**src/rtl/qspa_loop_stack.sv**
```systemverilog
// Nested hardware loop controller for the QSPA scalar front end.
// LCSET pushes {start_pc, count}; LOOP redirects fetch to the body start or retires the innermost loop.
module qspa_loop_stack #(
  parameter int PC_WIDTH    = 16,
  parameter int COUNT_WIDTH = 18,
  parameter int DEPTH       = 4,
  parameter int DEPTH_W     = $clog2(DEPTH + 1)
) (
  input  logic                   clk,
  input  logic                   rst,
  input  logic                   flush,
  input  logic                   lc_valid,
  input  logic [COUNT_WIDTH-1:0] lc_count,
  input  logic [PC_WIDTH-1:0]    lc_start_pc,
  input  logic                   loop_valid,
  output logic                   redirect_valid,
  output logic [PC_WIDTH-1:0]    redirect_pc,
  output logic                   loop_active,
  output logic [DEPTH_W-1:0]     depth,
  output logic [COUNT_WIDTH-1:0] top_remaining,
  output logic                   err_overflow,
  output logic                   err_underflow
);

  localparam int IDX_W = (DEPTH > 1) ? $clog2(DEPTH) : 1;

  logic [PC_WIDTH-1:0]    stack_pc  [DEPTH];
  logic [COUNT_WIDTH-1:0] stack_rem [DEPTH];

  logic [DEPTH_W-1:0]     top_ptr, after_ptr, d_after_loop, depth_nxt;
  logic [IDX_W-1:0]       top_idx, after_idx, push_idx;
  logic                   dec, redir, underflow, push_ok, overflow;
  logic [COUNT_WIDTH-1:0] push_val, top_rem_nxt;

  assign top_ptr   = depth - 1'b1;
  assign top_idx   = top_ptr[IDX_W-1:0];
  assign after_ptr = d_after_loop - 1'b1;
  assign after_idx = after_ptr[IDX_W-1:0];
  assign push_idx  = d_after_loop[IDX_W-1:0];
  assign push_val  = (lc_count == '0) ? COUNT_WIDTH'(1) : lc_count;

  // LOOP resolves against the current top first; any push lands on the resulting stack.
  always_comb begin
    // NOTE: every combinational output gets a default first so no path leaves it unassigned (no latch).
    d_after_loop = depth;
    dec          = 1'b0;
    redir        = 1'b0;
    underflow    = 1'b0;
    if (loop_valid) begin
      if (depth == '0) begin
        underflow = 1'b1;
      end else if (top_remaining > COUNT_WIDTH'(1)) begin
        dec   = 1'b1;
        redir = 1'b1;
      end else begin
        d_after_loop = depth - 1'b1;
      end
    end

    push_ok   = lc_valid && (d_after_loop < DEPTH_W'(DEPTH));
    overflow  = lc_valid && !push_ok;
    depth_nxt = d_after_loop + DEPTH_W'(push_ok);

    if (push_ok)                  top_rem_nxt = push_val;
    else if (dec)                 top_rem_nxt = top_remaining - 1'b1;
    else if (d_after_loop == '0)  top_rem_nxt = '0;
    else                          top_rem_nxt = stack_rem[after_idx];
  end

  // NOTE: stack entries are not reset; depth alone decides which entries are valid.
  always_ff @(posedge clk) begin
    if (!rst && !flush) begin
      if (dec)     stack_rem[top_idx] <= top_remaining - 1'b1;
      if (push_ok) begin
        stack_rem[push_idx] <= push_val;
        stack_pc[push_idx]  <= lc_start_pc;
      end
    end
  end

  // NOTE: state registers use non-blocking assignments so all updates see pre-edge values.
  always_ff @(posedge clk) begin
    if (rst) begin
      redirect_valid <= 1'b0;
      redirect_pc    <= '0;
      loop_active    <= 1'b0;
      depth          <= '0;
      top_remaining  <= '0;
      err_overflow   <= 1'b0;
      err_underflow  <= 1'b0;
    end else if (flush) begin
      redirect_valid <= 1'b0;
      loop_active    <= 1'b0;
      depth          <= '0;
      top_remaining  <= '0;
    end else begin
      redirect_valid <= redir;
      if (redir) redirect_pc <= stack_pc[top_idx];
      loop_active    <= (depth_nxt != '0);
      depth          <= depth_nxt;
      top_remaining  <= top_rem_nxt;
      if (overflow)  err_overflow  <= 1'b1;
      if (underflow) err_underflow <= 1'b1;
    end
  end

endmodule

```
**config.mk**
```make
export PLATFORM = sky130hd
export DESIGN_NAME = qspa_loop_stack
export DESIGN_NICKNAME = d
export VERILOG_FILES = /design/src/rtl/qspa_loop_stack.sv
export SDC_FILE = /design/constraint.sdc
export NUM_CORES = 1
export LEC_CHECK = 0
export ABC_CLOCK_PERIOD_IN_PS = 7000
export CAP_MARGIN = 5
export CORE_MARGIN = 10
export CORE_UTILIZATION = 55
export DETAILED_ROUTE_END_ITERATION = 12
export PLACE_DENSITY_LB_ADDON = 0.2
export SYNTH_ARGS = -nofsm -noshare
export SYNTH_HDL_FRONTEND = slang
export SYNTH_SLANG_ARGS = --single-unit
```
**constraint.sdc**
```tcl
create_clock -name clk -period 7 [get_ports clk]
set_clock_uncertainty 0.15 [all_clocks]
set_input_delay 1.4 -clock clk [delete_from_list [all_inputs] [get_ports clk]]
set_output_delay 1.4 -clock clk [all_outputs]
set_load 0.03 [all_outputs]
```
==> run summary <==
R2r endpoint = stack_rem[1][11]
Max-slew violation count = 0
CP endpoint kind = flip-flop
Wire length of the first global-routing pass = 36.2 mm
Relative contribution of the clock network to total power = 0.366
Maximum number of pins on one net before global-route repair = 37
Share of the synthesized area in the top cell type = 0.474
Destination of the worst hold path = redirect_pc[8]
Clock latency on the worst-skew pair = 0.44 ns
Min cycle time layout = 4.76 ns
Number of diodes = 0
Setup Fix Bufs, Post-CTS = 0
R2r worst-path depth = 6
Horizontal extent of the die = 145 um
Via density per instance = 6.37
Number of synthesized register bits = 177
Clock transition at the register clock pins on the worst setup and hold paths after CTS = 0.06 ns
Finished Cell Area = 10100 um2
Reg2Reg Setup Slack = 2.26 ns
Async set-or-reset flop fraction in the synthesized netlist = 0
Layout filler cell count = 1154
Largest driver fanout on the critical path = 30
Initial Utilization = 0.565
Synth top area cells = sky130_fd_sc_hd__edfxtp_1 (47%), sky130_fd_sc_hd__dfxtp_1 (9.5%), sky130_fd_sc_hd__mux4_2 (4.4%), sky130_fd_sc_hd__a21oi_1 (4.1%), sky130_fd_sc_hd__o21ai_0 (2.8%)
Combinational group share of total power = 0.165
Worst setup SP type = input port
Number of nets produced by synthesis = 749
Highest Clock Rate = 210 MHz
DRC errors left = 0
Average size of a mapped cell = 12.3 um2
Number of flops mapped to enable cells by yosys = 136
Switching share of power = 0.262
Boundary Pins = 80
Drt total wl = 22.9 mm
Number of resized instances in the post-cts repair step = 0
Number of hold violations in the final report = 0
Status = finished clean
Count of maximum capacitance violations = 0
Worst vdd ir = 0.180 mV
Worst-case headroom to the max-slew limit = 0.200
Number of CTS-inserted buffers = 17
Worst min-delay path class = flip-flop to flip-flop
Beginning of the worst register-to-register path = top_remaining[10]
Vias in the first global route = 6505
All-Layer GR Usage = 0.215
Part of the power in registers = 0.469
Final cycle utilization of the critical path = 0.680
Synth-to-layout area growth = 17.5%
Total die area = 21100 um2
Setup repair after global routing missed its margin = false
Average wire length per cell after detail routing = 23.2 um
Worst Tran Pin Value = 1.20 ns
Detailed-routing iteration count for the pre-antenna-repair pass = 5
Clock tree from TritonCTS = yes
Critical setup path kind = input port to flip-flop
Post-Syn Instances = 702
Synthesis warning total = 0
Htree depth = 4
Number of buffer cells added on primary ports = 79
Number of buffers inserted for hold repair after clock tree synthesis = 0
Buffers from clock root to sink, at most = 2
Overflow left after global routing = 0
Leakage = 0.00345 uW
Switch Pwr = 666 uW
Clock Root Buffer = sky130_fd_sc_hd__clkbuf_16
Nets@finish = 810
Number of clock sinks = 177
Routability-driven placement congestion ratio = 0.834
First DRT Iteration DRCs = 487
Via count = 6283
DP Area = 9570 um2
Share of layout cells above drive strength 1 = 0.138
Post-Syn Area = 8620 um2
Half-perimeter wire length of the detailed placement result = 14.6 mm
Required @ worst endpoint = 6.91 ns
Core box area = 15300 um2
WP data arrival = 4.68 ns
Post-Route Setup TNS = 0 ns
Power per cell area = 251 nW/um2
Placement row count = 45
Final core utilization = 0.664
Setup-violating endpoint count in the final report = 0
Initial antenna violation count = 0
Cell-internal power = 1880 uW
Vert. Die Dim = 145 um
Largest area contributor in the netlist = sky130_fd_sc_hd__edfxtp_1
Most used DFF post-synth = sky130_fd_sc_hd__edfxtp_1
Number of distinct library cells after synthesis = 62
Hold path depth = 2
Source of the worst hold timing path = redirect_pc[8]
Post-synthesis sequential area ratio = 0.569
Post-DRT Antenna Nets = 0
-- stage by stage --
step           std cells  total power [uW]  hold WS (ns)  worst slack (ns)
2_1_floorplan        702              1500         0.434              2.98
3_3_place_gp         955              1620         0.291              1.98
3_5_place_dp         955              1630         0.296              1.80
4_1_cts              987              2550         0.305              2.25
5_1_grt              987              2630         0.319              2.01
6_report             987              2550         0.304              2.24
-- power groups by stage --
stage	logic [uW]	registers [uW]	clock network, uW
finish	421	1200	932
floorplan	267	1230	0
global placement	402	1220	0
global route	451	1200	985
CTS	418	1200	936
detailed placement	414	1220	0
-- cells by family after synthesis --
logic type | Yosys count | synth area share
flops | 177 | 0.569
fa+ha+maj | 8 | 0.0116
buf+inv | 58 | 0.0303
mux | 76 | 0.127
xor+xnor | 32 | 0.0325
simple gates | 167 | 0.0976
compound gates | 184 | 0.132
-- flip-flops by register name, summed over array words and instances (netlist names) --
register        flops
depth               3
stack_rem          72
top_remaining      18
stack_pc           64
redirect_pc        16
err_overflow        1
loop_active         1
err_underflow       1
redirect_valid      1
-- area by class of cell --
type	count	area (um2)	share of cell area
Clock buffer	19	433	0.0427
Clock inverter	13	133	0.0131
Inverter	11	41.3	0.00408
Multi-Input combinational cell	467	3490	0.344
Sequential cell	177	4910	0.484
Tap cell	211	264	0.0261
Timing Repair Buffer	89	866	0.0855
-- layer usage --
metal	global-route usage	vias to the layer above	share of wire
met5	0	-	0
met4	0.0986	0	0.030
met3	0.0484	49	0.071
met2	0.361	317	0.50
met1	0.258	3124	0.40
li1	-	2793	-
-- critical path, stage by stage --
cell and delay (ns):
sky130_fd_sc_hd__clkdlybuf4s50_1 0.58, sky130_fd_sc_hd__nand2_1 0.18, sky130_fd_sc_hd__o31ai_4 0.37, sky130_fd_sc_hd__nand2_2 0.50, sky130_fd_sc_hd__nor3_4 0.93, sky130_fd_sc_hd__a21o_1 0.69
-- how the worst max path moves through the flow --
stage / from / to / cells past startpoint
after global placement: loop_valid / stack_rem[1][9] / 6
after CTS: loop_valid / stack_rem[1][11] / 6
final: loop_valid / stack_rem[1][11] / 6
after floorplan: depth[0] / top_remaining[10] / 16
after detailed placement: loop_valid / stack_rem[1][8] / 6
after global routing: loop_valid / stack_rem[1][17] / 6
-- synthesized netlist by cell type (2+ instances only) --
master                     number
sky130_fd_sc_hd__nor3_2         3
sky130_fd_sc_hd__nand2_2        2
sky130_fd_sc_hd__buf_2         10
sky130_fd_sc_hd__xor2_1        14
sky130_fd_sc_hd__o211ai_1       3
sky130_fd_sc_hd__a21o_1         2
sky130_fd_sc_hd__or4_1          2
sky130_fd_sc_hd__a21oi_1       70
sky130_fd_sc_hd__or3_1          5
sky130_fd_sc_hd__nor3_1         9
sky130_fd_sc_hd__buf_6          2
sky130_fd_sc_hd__o22ai_1        2
sky130_fd_sc_hd__nor4_1         5
sky130_fd_sc_hd__nor2_1        33
sky130_fd_sc_hd__mux4_2        17
sky130_fd_sc_hd__ha_1           8
sky130_fd_sc_hd__edfxtp_1     136
sky130_fd_sc_hd__o21a_1        12
sky130_fd_sc_hd__xnor2_1       18
sky130_fd_sc_hd__inv_1         10
sky130_fd_sc_hd__buf_1          2
sky130_fd_sc_hd__mux2_1        16
sky130_fd_sc_hd__or2_2          2
sky130_fd_sc_hd__nand4_1        4
sky130_fd_sc_hd__nand3_1       40
sky130_fd_sc_hd__mux2_4        16
sky130_fd_sc_hd__nand2_1       49
sky130_fd_sc_hd__a211oi_1       7
sky130_fd_sc_hd__o41ai_1        4
sky130_fd_sc_hd__nor4_4         2
sky130_fd_sc_hd__mux2i_1        8
sky130_fd_sc_hd__buf_4          4
sky130_fd_sc_hd__nor2b_1        2
sky130_fd_sc_hd__and2_1         2
sky130_fd_sc_hd__a311oi_1       2
sky130_fd_sc_hd__a31oi_1        8
sky130_fd_sc_hd__mux2_2        19
sky130_fd_sc_hd__o21ai_0       49
sky130_fd_sc_hd__clkbuf_1      28
sky130_fd_sc_hd__o31a_1        13
sky130_fd_sc_hd__dfxtp_1       41
-- layout by cell type (no fill, tap or decap), types with 3 or more instances in the layout --
cell type                           n
sky130_fd_sc_hd__a211oi_1           7
sky130_fd_sc_hd__a21oi_1           70
sky130_fd_sc_hd__a31oi_1            8
sky130_fd_sc_hd__buf_4             10
sky130_fd_sc_hd__clkbuf_16         17
sky130_fd_sc_hd__clkdlybuf4s50_1   79
sky130_fd_sc_hd__clkinv_1           4
sky130_fd_sc_hd__clkinv_2           3
sky130_fd_sc_hd__dfxtp_1           40
sky130_fd_sc_hd__edfxtp_1         136
sky130_fd_sc_hd__ha_1               8
sky130_fd_sc_hd__inv_1             10
sky130_fd_sc_hd__inv_6              3
sky130_fd_sc_hd__mux2_1            16
sky130_fd_sc_hd__mux2_2            19
sky130_fd_sc_hd__mux2_4            16
sky130_fd_sc_hd__mux2i_1            8
sky130_fd_sc_hd__mux4_2            17
sky130_fd_sc_hd__nand2_1           49
sky130_fd_sc_hd__nand3_1           40
sky130_fd_sc_hd__nand4_1            4
sky130_fd_sc_hd__nor2_1            33
sky130_fd_sc_hd__nor3_1             7
sky130_fd_sc_hd__nor3_2             3
sky130_fd_sc_hd__nor4_1             5
sky130_fd_sc_hd__o211ai_1           3
sky130_fd_sc_hd__o21a_1            12
sky130_fd_sc_hd__o21ai_0           48
sky130_fd_sc_hd__o31a_1            13
sky130_fd_sc_hd__o41ai_1            4
sky130_fd_sc_hd__or3_1              5
sky130_fd_sc_hd__xnor2_1           18
sky130_fd_sc_hd__xor2_1            14
Power figures use the tool's default switching activity.
